## src/rtl/lcd_pkg.sv

```systemverilog
// Shared definitions for the HD44780-style character LCD responder:
// opcode masks, DDRAM geometry, FSM states and the address-counter step rule.
package lcd_pkg;

  // Instruction opcode masks; the highest set bit selects the instruction
  localparam logic [7:0] LCD_CLR   = 8'h01;
  localparam logic [7:0] LCD_HOME  = 8'h02;
  localparam logic [7:0] LCD_ENTRY = 8'h04;
  localparam logic [7:0] LCD_DISP  = 8'h08;
  localparam logic [7:0] LCD_SHIFT = 8'h10;
  localparam logic [7:0] LCD_FUNC  = 8'h20;
  localparam logic [7:0] LCD_CGRAM = 8'h40;
  localparam logic [7:0] LCD_DDRAM = 8'h80;

  // DDRAM line geometry
  localparam logic [6:0] LINE0_BASE = 7'h00;
  localparam logic [6:0] LINE1_BASE = 7'h40;
  localparam logic [6:0] LINE_LEN   = 7'h28;

  localparam logic [7:0] SPACE = 8'h20;

  typedef enum logic [1:0] {ST_IDLE, ST_EXEC, ST_CLEAR} lcd_state_e;

  // Next address counter value after one step in the given direction.
  // Two-line mode hops between the 40-char lines; one-line mode is mod 80.
  function automatic logic [6:0] ac_step(input logic [6:0] ac, input logic inc,
                                         input logic n2);
    logic [6:0] last0, last1;
    last0 = LINE0_BASE + LINE_LEN - 7'd1;
    last1 = LINE1_BASE + LINE_LEN - 7'd1;
    if (n2) begin
      if (inc) ac_step = (ac == last0) ? LINE1_BASE : (ac == last1) ? LINE0_BASE : ac + 7'd1;
      else     ac_step = (ac == LINE0_BASE) ? last1 : (ac == LINE1_BASE) ? last0 : ac - 7'd1;
    end else begin
      if (inc) ac_step = (ac == 7'h4F) ? 7'h00 : ac + 7'd1;
      else     ac_step = (ac == 7'h00) ? 7'h4F : ac - 7'd1;
    end
  endfunction

endpackage

```

## src/rtl/lcd_bus_sync.sv

```systemverilog
// Two-flop synchroniser for the LCD bus (E, RS, RW, DATA) plus E falling-edge detect.
module lcd_bus_sync (
  input  logic       CLK,
  input  logic       RESETN,
  input  logic       e_i,
  input  logic       rs_i,
  input  logic       rw_i,
  input  logic [7:0] data_i,
  output logic       e_o,
  output logic       rs_o,
  output logic       rw_o,
  output logic [7:0] data_o,
  output logic       fall_o
);
  logic [10:0] s1_q, s2_q;

  // Resample all 11 bus bits through two stages
  always_ff @(posedge CLK or posedge RESETN) begin
    if (RESETN) begin
      s1_q <= '0;
      s2_q <= '0;
    end else begin
      s1_q <= {e_i, rs_i, rw_i, data_i};
      s2_q <= s1_q;
    end
  end

  assign {e_o, rs_o, rw_o, data_o} = s2_q;
  // s2 still holds the E-high sample while s1 has seen E low
  assign fall_o = s2_q[10] & ~s1_q[10];
endmodule

```

## src/rtl/lcd_char_responder.sv

```systemverilog
// HD44780-compatible bus responder: decodes instructions and data transfers,
// keeps a 128-byte DDRAM image, cursor/mode state and busy timing.
module lcd_char_responder
  import lcd_pkg::*;
#(
  parameter int BUSY_CYC = 4,
  parameter int CLR_CYC  = 128
) (
  input  logic       CLK,
  input  logic       RESETN,
  input  logic       LCD_E,
  input  logic       LCD_RS,
  input  logic       LCD_RW,
  input  logic [7:0] LCD_DATA_IN,
  output logic [7:0] LCD_DATA_OUT,
  output logic       LCD_DATA_OE,
  output logic       BUSY,
  output logic [6:0] AC,
  output logic       DISP_ON,
  output logic       CURSOR_ON,
  output logic       BLINK_ON,
  output logic       ENTRY_ID,
  output logic       ENTRY_S,
  output logic       DL_8BIT,
  output logic       N_2LINE,
  output logic       WR_STB,
  output logic [6:0] WR_ADDR,
  output logic [7:0] WR_CHAR,
  input  logic [6:0] RD_ADDR,
  output logic [7:0] RD_CHAR,
  output logic       CMD_ERR
);
  localparam int CW = $clog2(CLR_CYC) + 1;

  logic       se, srs, srw, fall;
  logic [7:0] sd;

  lcd_bus_sync u_sync (
    .CLK(CLK), .RESETN(RESETN), .e_i(LCD_E), .rs_i(LCD_RS), .rw_i(LCD_RW),
    .data_i(LCD_DATA_IN), .e_o(se), .rs_o(srs), .rw_o(srw), .data_o(sd), .fall_o(fall)
  );

  lcd_state_e    state_q, state_d;
  logic [CW-1:0] cnt_q, cnt_d;
  logic [6:0]    ac_q, ac_d, wr_addr_q, wr_addr_d;
  logic [7:0]    wr_char_q, wr_char_d;
  logic          disp_q, disp_d, cur_q, cur_d, blink_q, blink_d;
  logic          id_q, id_d, s_q, s_d, dl_q, dl_d, n2_q, n2_d;
  logic          wr_stb_q, wr_stb_d, err_q, err_d;
  logic          mem_we;
  logic [6:0]    mem_addr;
  logic [7:0]    mem_din;
  logic [7:0]    mem_q [128];

  assign BUSY = (state_q != ST_IDLE);

  // State, counters and mode registers; reset restarts the clear sequence
  always_ff @(posedge CLK or posedge RESETN) begin
    if (RESETN) begin
      state_q <= ST_CLEAR;  cnt_q <= '0;     ac_q <= '0;
      disp_q <= 1'b0;  cur_q <= 1'b0;  blink_q <= 1'b0;
      id_q <= 1'b1;  s_q <= 1'b0;  dl_q <= 1'b1;  n2_q <= 1'b0;
      wr_stb_q <= 1'b0;  wr_addr_q <= '0;  wr_char_q <= '0;  err_q <= 1'b0;
    end else begin
      state_q <= state_d;  cnt_q <= cnt_d;  ac_q <= ac_d;
      disp_q <= disp_d;  cur_q <= cur_d;  blink_q <= blink_d;
      id_q <= id_d;  s_q <= s_d;  dl_q <= dl_d;  n2_q <= n2_d;
      wr_stb_q <= wr_stb_d;  wr_addr_q <= wr_addr_d;  wr_char_q <= wr_char_d;  err_q <= err_d;
    end
  end

  // DDRAM image: single write port shared by the clear sweep and data writes
  always_ff @(posedge CLK) begin
    if (mem_we) mem_q[mem_addr] <= mem_din;
  end

  // Busy timing plus decode of the transfer completing on this E fall
  always_comb begin
    state_d = state_q;  cnt_d = cnt_q;  ac_d = ac_q;
    disp_d = disp_q;  cur_d = cur_q;  blink_d = blink_q;
    id_d = id_q;  s_d = s_q;  dl_d = dl_q;  n2_d = n2_q;
    wr_stb_d = 1'b0;  wr_addr_d = wr_addr_q;  wr_char_d = wr_char_q;  err_d = 1'b0;
    mem_we = 1'b0;  mem_addr = ac_q;  mem_din = sd;

    case (state_q)
      ST_EXEC: begin
        if (cnt_q == '0) state_d = ST_IDLE;
        else cnt_d = cnt_q - 1'b1;
      end
      ST_CLEAR: begin
        if (cnt_q < CW'(128)) begin
          mem_we = 1'b1;  mem_addr = cnt_q[6:0];  mem_din = SPACE;
        end
        if (cnt_q == CW'(CLR_CYC - 1)) state_d = ST_IDLE;
        else cnt_d = cnt_q + 1'b1;
      end
      default: ;
    endcase

    // Status reads never act; everything else is dropped while busy
    if (fall && (!srw || srs)) begin
      if (BUSY) begin
        err_d = 1'b1;
      end else if (srw) begin
        ac_d = ac_step(ac_q, id_q, n2_q);
      end else begin
        state_d = ST_EXEC;
        cnt_d = CW'(BUSY_CYC - 1);
        if (srs) begin
          mem_we = 1'b1;
          wr_stb_d = 1'b1;  wr_addr_d = ac_q;  wr_char_d = sd;
          ac_d = ac_step(ac_q, id_q, n2_q);
        end else if ((sd & LCD_DDRAM) != 8'h00) begin
          ac_d = sd[6:0];
        end else if ((sd & LCD_CGRAM) != 8'h00) begin
          ac_d = ac_q;
        end else if ((sd & LCD_FUNC) != 8'h00) begin
          dl_d = sd[4];  n2_d = sd[3];
        end else if ((sd & LCD_SHIFT) != 8'h00) begin
          if (!sd[3]) ac_d = ac_step(ac_q, sd[2], n2_q);
        end else if ((sd & LCD_DISP) != 8'h00) begin
          disp_d = sd[2];  cur_d = sd[1];  blink_d = sd[0];
        end else if ((sd & LCD_ENTRY) != 8'h00) begin
          id_d = sd[1];  s_d = sd[0];
        end else if ((sd & LCD_HOME) != 8'h00) begin
          ac_d = '0;
          cnt_d = CW'(CLR_CYC - 1);
        end else if ((sd & LCD_CLR) != 8'h00) begin
          ac_d = '0;  id_d = 1'b1;
          state_d = ST_CLEAR;  cnt_d = '0;
        end
      end
    end
  end

  assign LCD_DATA_OE  = se & srw;
  assign LCD_DATA_OUT = LCD_DATA_OE ? (srs ? mem_q[ac_q] : {BUSY, ac_q}) : 8'h00;
  assign RD_CHAR      = mem_q[RD_ADDR];
  assign AC        = ac_q;
  assign DISP_ON   = disp_q;
  assign CURSOR_ON = cur_q;
  assign BLINK_ON  = blink_q;
  assign ENTRY_ID  = id_q;
  assign ENTRY_S   = s_q;
  assign DL_8BIT   = dl_q;
  assign N_2LINE   = n2_q;
  assign WR_STB    = wr_stb_q;
  assign WR_ADDR   = wr_addr_q;
  assign WR_CHAR   = wr_char_q;
  assign CMD_ERR   = err_q;
endmodule

```

## config.mk

```make
export PLATFORM = sky130hd
export DESIGN_NAME = lcd_char_responder
export DESIGN_NICKNAME = d
export VERILOG_FILES = /design/src/rtl/lcd_pkg.sv /design/src/rtl/lcd_bus_sync.sv /design/src/rtl/lcd_char_responder.sv
export SDC_FILE = /design/constraint.sdc
export NUM_CORES = 2
export LEC_CHECK = 0
export ABC_AREA = 0
export ABC_CLOCK_PERIOD_IN_PS = 9100
export CORE_MARGIN = 2
export CORE_UTILIZATION = 31
export DETAILED_ROUTE_END_ITERATION = 7
export GPL_TIMING_DRIVEN = 0
export PLACE_DENSITY_LB_ADDON = 0.15
export SYNTH_ARGS = -nofsm -noshare
export SYNTH_HDL_FRONTEND = slang
export SYNTH_SLANG_ARGS = --single-unit
```

## constraint.sdc

```tcl
create_clock -name CLK -period 9.1 [get_ports CLK]
set_clock_uncertainty 0.05 [all_clocks]
set_input_delay 1.82 -clock CLK [delete_from_list [all_inputs] [get_ports CLK]]
set_output_delay 1.82 -clock CLK [all_outputs]
set_load 0.005 [all_outputs]
```

Yosys cells after proc, flatten, opt, wreduce, memory -nomap -nowiden:

Memory sizes are Yosys's and may differ from the RTL's.
Index checks and enable logic that the tools add are counted.

* bits in registers: 63
* RAM bits: 1024
* input bits: 20
* output and inout port bits: 49
* logic and storage cells: 135
* memories kept: 1

Memory list
* mem_q: words 128, bits a word 8, rd ports 2, clocked after Yosys merged registers in 0, write ports 1, RTL line lcd_char_responder.sv:53 `logic [7:0] mem_q [128];`

* $add $sub $neg: 4
* magnitude comparators: 1
* equal/unequal tests: 12
* mux-type cells: 76
* bitwise logic cells: 11
* reduce and logical (&&, ||, !) cells: 14

Operators by type and width (count)
* $mux 7: 33
* $mux 8: 9
* $mux 2: 15
* $eq 7x7->1 const B: 3
* $mux 1: 17
* $pmux 8 s2: 1
* $reduce_and 7->1: 2
* $ne 4x1->1 const B: 3
* $reduce_and 11->1: 1
* $reduce_and 10->1: 1
* $not 1->1: 9
* $reduce_and 9->1: 1
* $add 8x1->8 const B: 1
* $eq 8x7->1 const B: 1
* $logic_not 8->1: 1
* $lt 8x8->1 const B: 1
* $sub 8x1->8 const B: 1
* $add 7x1->7 const B: 1
* $eq 7x6->1 const B: 1
* $logic_not 7->1: 1
* $sub 7x1->7 const B: 1
* $reduce_bool 6->1: 1
* $ne 5x1->1 const B: 1
* $pmux 2 s2: 1
* 9 further kinds: 11

Longest topological paths before layout:

* depth in word-level cells: 12
* mapped depth: 14
* gate-level depth less buffers: 8

By module:

From an unflattened synthesis, not the netlist that was laid out.

* cell total of the unflattened synthesis: 2804
* area total of the unflattened synthesis: 51468.1 µm²

Modules (own cells, without submodules)
* lcd_char_responder: instances 1, cells an instance 2780, area each 50900.1 µm², seq. area each 31779.2 µm²
* lcd_bus_sync: instances 1, cells an instance 24, area each 568.0 µm², seq. area each 550.5 µm²

Worst setup path before layout:

Ideal clock, no wire load.

* path kind: in2out
* from: in RD_ADDR[0]
* to: out RD_CHAR[0]
* data arrival time: 4.223 ns
* data required time: 7.230 ns
* slack: 3.007 ns
* stages: 6
* buffers on the path: 2
* path through: clkbuf_1 clkbuf_1 mux4_2 mux4_2 mux4_2 mux2_2

* cells in the longest elaborated chain, start to end: 1

RTL lines
* start, declared: RTL line lcd_char_responder.sv:29 `input logic [6:0] RD_ADDR,`
* $mem_v2 128x8
* end, declared: RTL line lcd_char_responder.sv:30 `output logic [7:0] RD_CHAR,`

Every way passes these cells.

Worst setup path after layout:

* from: reg ac_q[2] (netlist: AC[2])
* to: out LCD_DATA_OUT[4]

* cells in the longest elaborated chain, start to end: 3

RTL lines
* start, declared: RTL line lcd_char_responder.sv:45 `logic [6:0] ac_q, ac_d, wr_addr_q, wr_addr_d;`
* start signal, assigned: RTL line lcd_char_responder.sv:60 `state_q <= ST_CLEAR; cnt_q <= '0; ac_q <= '0;`
* start signal, assigned: RTL line lcd_char_responder.sv:65 `state_q <= state_d; cnt_q <= cnt_d; ac_q <= ac_d;`
* $mem_v2 128x8
* $mux 8 (2 in a row): RTL line lcd_char_responder.sv:137 `assign LCD_DATA_OUT = LCD_DATA_OE ? (srs ? mem_q[ac_q] : {BUSY, ac_q}) : 8'h00;`
* end, declared: RTL line lcd_char_responder.sv:15 `output logic [7:0] LCD_DATA_OUT,`

Every way passes these cells.

==> reports/metrics.yaml <==
outcome:
  status: "finished with violations"
  violations: "capacitance limit, slew limit"
timing:
  min_period_over_period_pct: 99.9
  max_freq_mhz: 110
  max_slew.worst_pin.slew_ns: 1.77
  min_period_ns: 9.09
  rsz0062_at_grt: "false"
  maxSlewHeadroom_pct: -19.2
  final_hold_viol_count: 0
  setup_viol: 0
  slew_viol_final: 71
clocking:
  clk_latency_ns: 0.81
  cts-root-buf: "clkbuf_16"
  cts_max_level: 3
  cts.sinks: 1087
  cts_made_buffers: 121
  path_clk_slew_ns: 0.06
  cts_tree: "done"
  clockBufferDepth: 3
  post-cts-setup-buffers: 0
floorplanning:
  initial_utilization_pct: 31.3
  io_pins: 69
  die_h_um: 412
  die-area_sq_um: 170000
  num_rows: 149
  core_sq_um: 165000
  die_w_um: 412
placement:
  dp.cells: 5093
  io_buffers: 65
  dpl.hpwl_um: 183000
  dpl-instance-area_sq_um: 55600
  gp_congestion: 1.13
synthesis:
  syn-num-nets: 2841
  synth-seq-cells: 1087
  ys_top_cells_by_count: "edfxtp_1 (1024), mux4_2 (534), nor2_1 (164)"
  syn_area_sq_um: 51700
  yosys_warnings: 0
  synthCells: 2813
  netlist.area_leader.share_pct: 59.5
  synth_edf_count: 1024
  synth_area_leader_cell: "edfxtp_1"
  postSynth.asyncResetShare_pct: 5.80
  ys_seq_area_share_pct: 62.6
  syn_area_per_cell_sq_um: 18.4
  ys.flop_type: "edfxtp_1"
  synth.distinct_cells: 71
  yosysMostFrequentCell: "edfxtp_1"
  synthTopCellsByArea: "edfxtp_1 (60%), mux4_2 (23%), mux2i_1 (3.1%)"
global_routing:
  antenna_found_initial: 28
  grt_overflow_total: 0
  track_usage_pct: 29.1
  grt_pass1_wl_um: 324000
  grt_pass1_vias: 33095
  grt_max_degree: 85
power:
  power_leakage_uw: 0.0191
  total_power_uw: 16600
  vdd_ir_drop_max_v: 0.000159
  cellPowerDensity_nw_per_um2: 278
route:
  routed-wl-met2_um: 110000
  drt-initial-drc-count: 5678
  wire_per_inst_um: 46.8
  ant_nets: 0
  top_layer_used: "met5"
  vias_per_cell: 6.35
  drc: 0
  routed-wl-met3_um: 27900
  met1_length_um: 95400
  vias: 33878
  wl_um: 249000
  first_pass_iters: 6
layout:
  drive_above_1_share_pct: 29.3
  final_area_sq_um: 59600
  final_nets: 3056
  synthToLayoutAreaGrowth_pct: 15.5
  stdcell_count: 5332
setup_path:
  worst_ep_arrival_time_ns: 7.22
  path_class: "reg -> out"
  crit_path_end_kind: "output pin"
  path_max_fanout: 10
  crit_required_ns: 7.23
  crit_path_start_kind: "flip-flop"
  r2r_slack_ns: 1.58
flow_run:
  cap_violations: 11
hold_path:
  hp-class: "reg -> reg"
## power breakdown
part / internal (uW) / leakage, uW / total [uW] / switching, uW
logic: 1740 / 0.00722 / 5860 / 4120
registers: 5550 / 0.00996 / 5640 / 95.5
clock network: 2880 / 0.00197 / 5090 / 2210
total: 10200 / 0.0191 / 16600 / 6430
## metal layers
| metal | GRT usage [%] | vias up |
|---|---|---|
| li1 | - | 12315 |
| met1 | 37.5 | 18488 |
| met2 | 43.7 | 2505 |
| met3 | 8.95 | 560 |
| met4 | 16.5 | 10 |
| met5 | 0 | - |
## sequential cells by signal, summed over array words and instances, names as in the netlist, 2 cells and up
| signal | count |
|---|---|
| AC | 7 |
| cnt_q | 8 |
| mem_q | 1024 |
| u_sync.s2_q | 11 |
| WR_CHAR | 8 |
| u_sync.s1_q | 11 |
| WR_ADDR | 7 |
| state_q | 2 |
## through the flow
step	setup slack (ns)	hold WS, ns	TNS [ns]	util [%]
after CTS	0.216	0.307	0	36.1
final	0.0120	0.305	0	36.1
after global routing	0.150	0.314	0	36.1
after floorplan	3.01	0.281	0	-
after global placement	-0.295	0.292	-67.96	33.3
after detailed placement	0.755	0.287	0	33.6
## cell families after synthesis
logic type | share of synthesized area (%)
multiplexers | 27.1
AND/OR/NAND/NOR | 4.32
buffers and inverters | 2.23
AO/OA/AOI/OAI | 3.52
flip-flops | 62.6
XOR/XNOR | 0.0509
adder cells (fa/ha/maj) | 0.194
## worst paths after layout
kind	from	endpoint	depth (start not counted)
min	u_sync.s1_q[6]$_DFF_PP0_	u_sync.s2_q[6]$_DFF_PP0_	0
min reg2reg	u_sync.s1_q[6]$_DFF_PP0_	u_sync.s2_q[6]$_DFF_PP0_	0
max reg2reg	AC[2]$_DFFE_PP0P_	mem_q[94][1]$_DFFE_PP_	10
max in group asynchronous	RESETN	DL_8BIT$_DFFE_PP1P_	3
max	AC[2]$_DFFE_PP0P_	LCD_DATA_OUT[4]	11
min in group asynchronous	RESETN	u_sync.s1_q[1]$_DFF_PP0_	2
## cell type report
type / count / area, sq um
antenna: 12 / 30.0
buffer: 216 / 1070
clock buffer: 145 / 3120
clock inverter: 81 / 905
fill: 15380 / 106000
inverter: 27 / 101
multi-input combinational: 1483 / 18200
sequential: 1087 / 32300
tap: 2189 / 2740
timing repair buffer: 92 / 1110
## worst max-delay path: stages, from the launching register on
cell             delay, ns
dfrtp_1               0.43
clkbuf_1              0.46
buf_2                 0.57
buf_2                 0.65
buf_2                 0.67
buf_2                 0.69
buf_2                 0.59
mux2i_1               0.48
a32oi_1               0.39
nand3_1               0.20
a211oi_2              0.59
clkdlybuf4s50_1       0.63
## placed cells by master (no fill, tap or decap), drive strengths merged, types with 12 or more instances in the layout
master / count
edfxtp: 1024
mux4: 534
clkbuf: 247
nor2: 164
mux2i: 158
buf: 140
nand2: 130
a22oi: 72
clkdlybuf4s50: 65
dfrtp: 60
clkinv: 60
nand3: 54
o21ai: 41
a21oi: 37
mux2: 35
inv: 28
nor2b: 20
nand4: 19
nand2b: 18
nor3: 17
a211oi: 17
and2: 16
bufinv: 15
nor4: 13
a31oi: 13
diode: 12
## repair_timing
action,in CTS,in global routing
gates resized for setup,1,0
hold buffers,0,0
endpoints found under the hold margin,0,0
endpoints found under the setup margin,1,0
(Power assumes the default switching activity.)
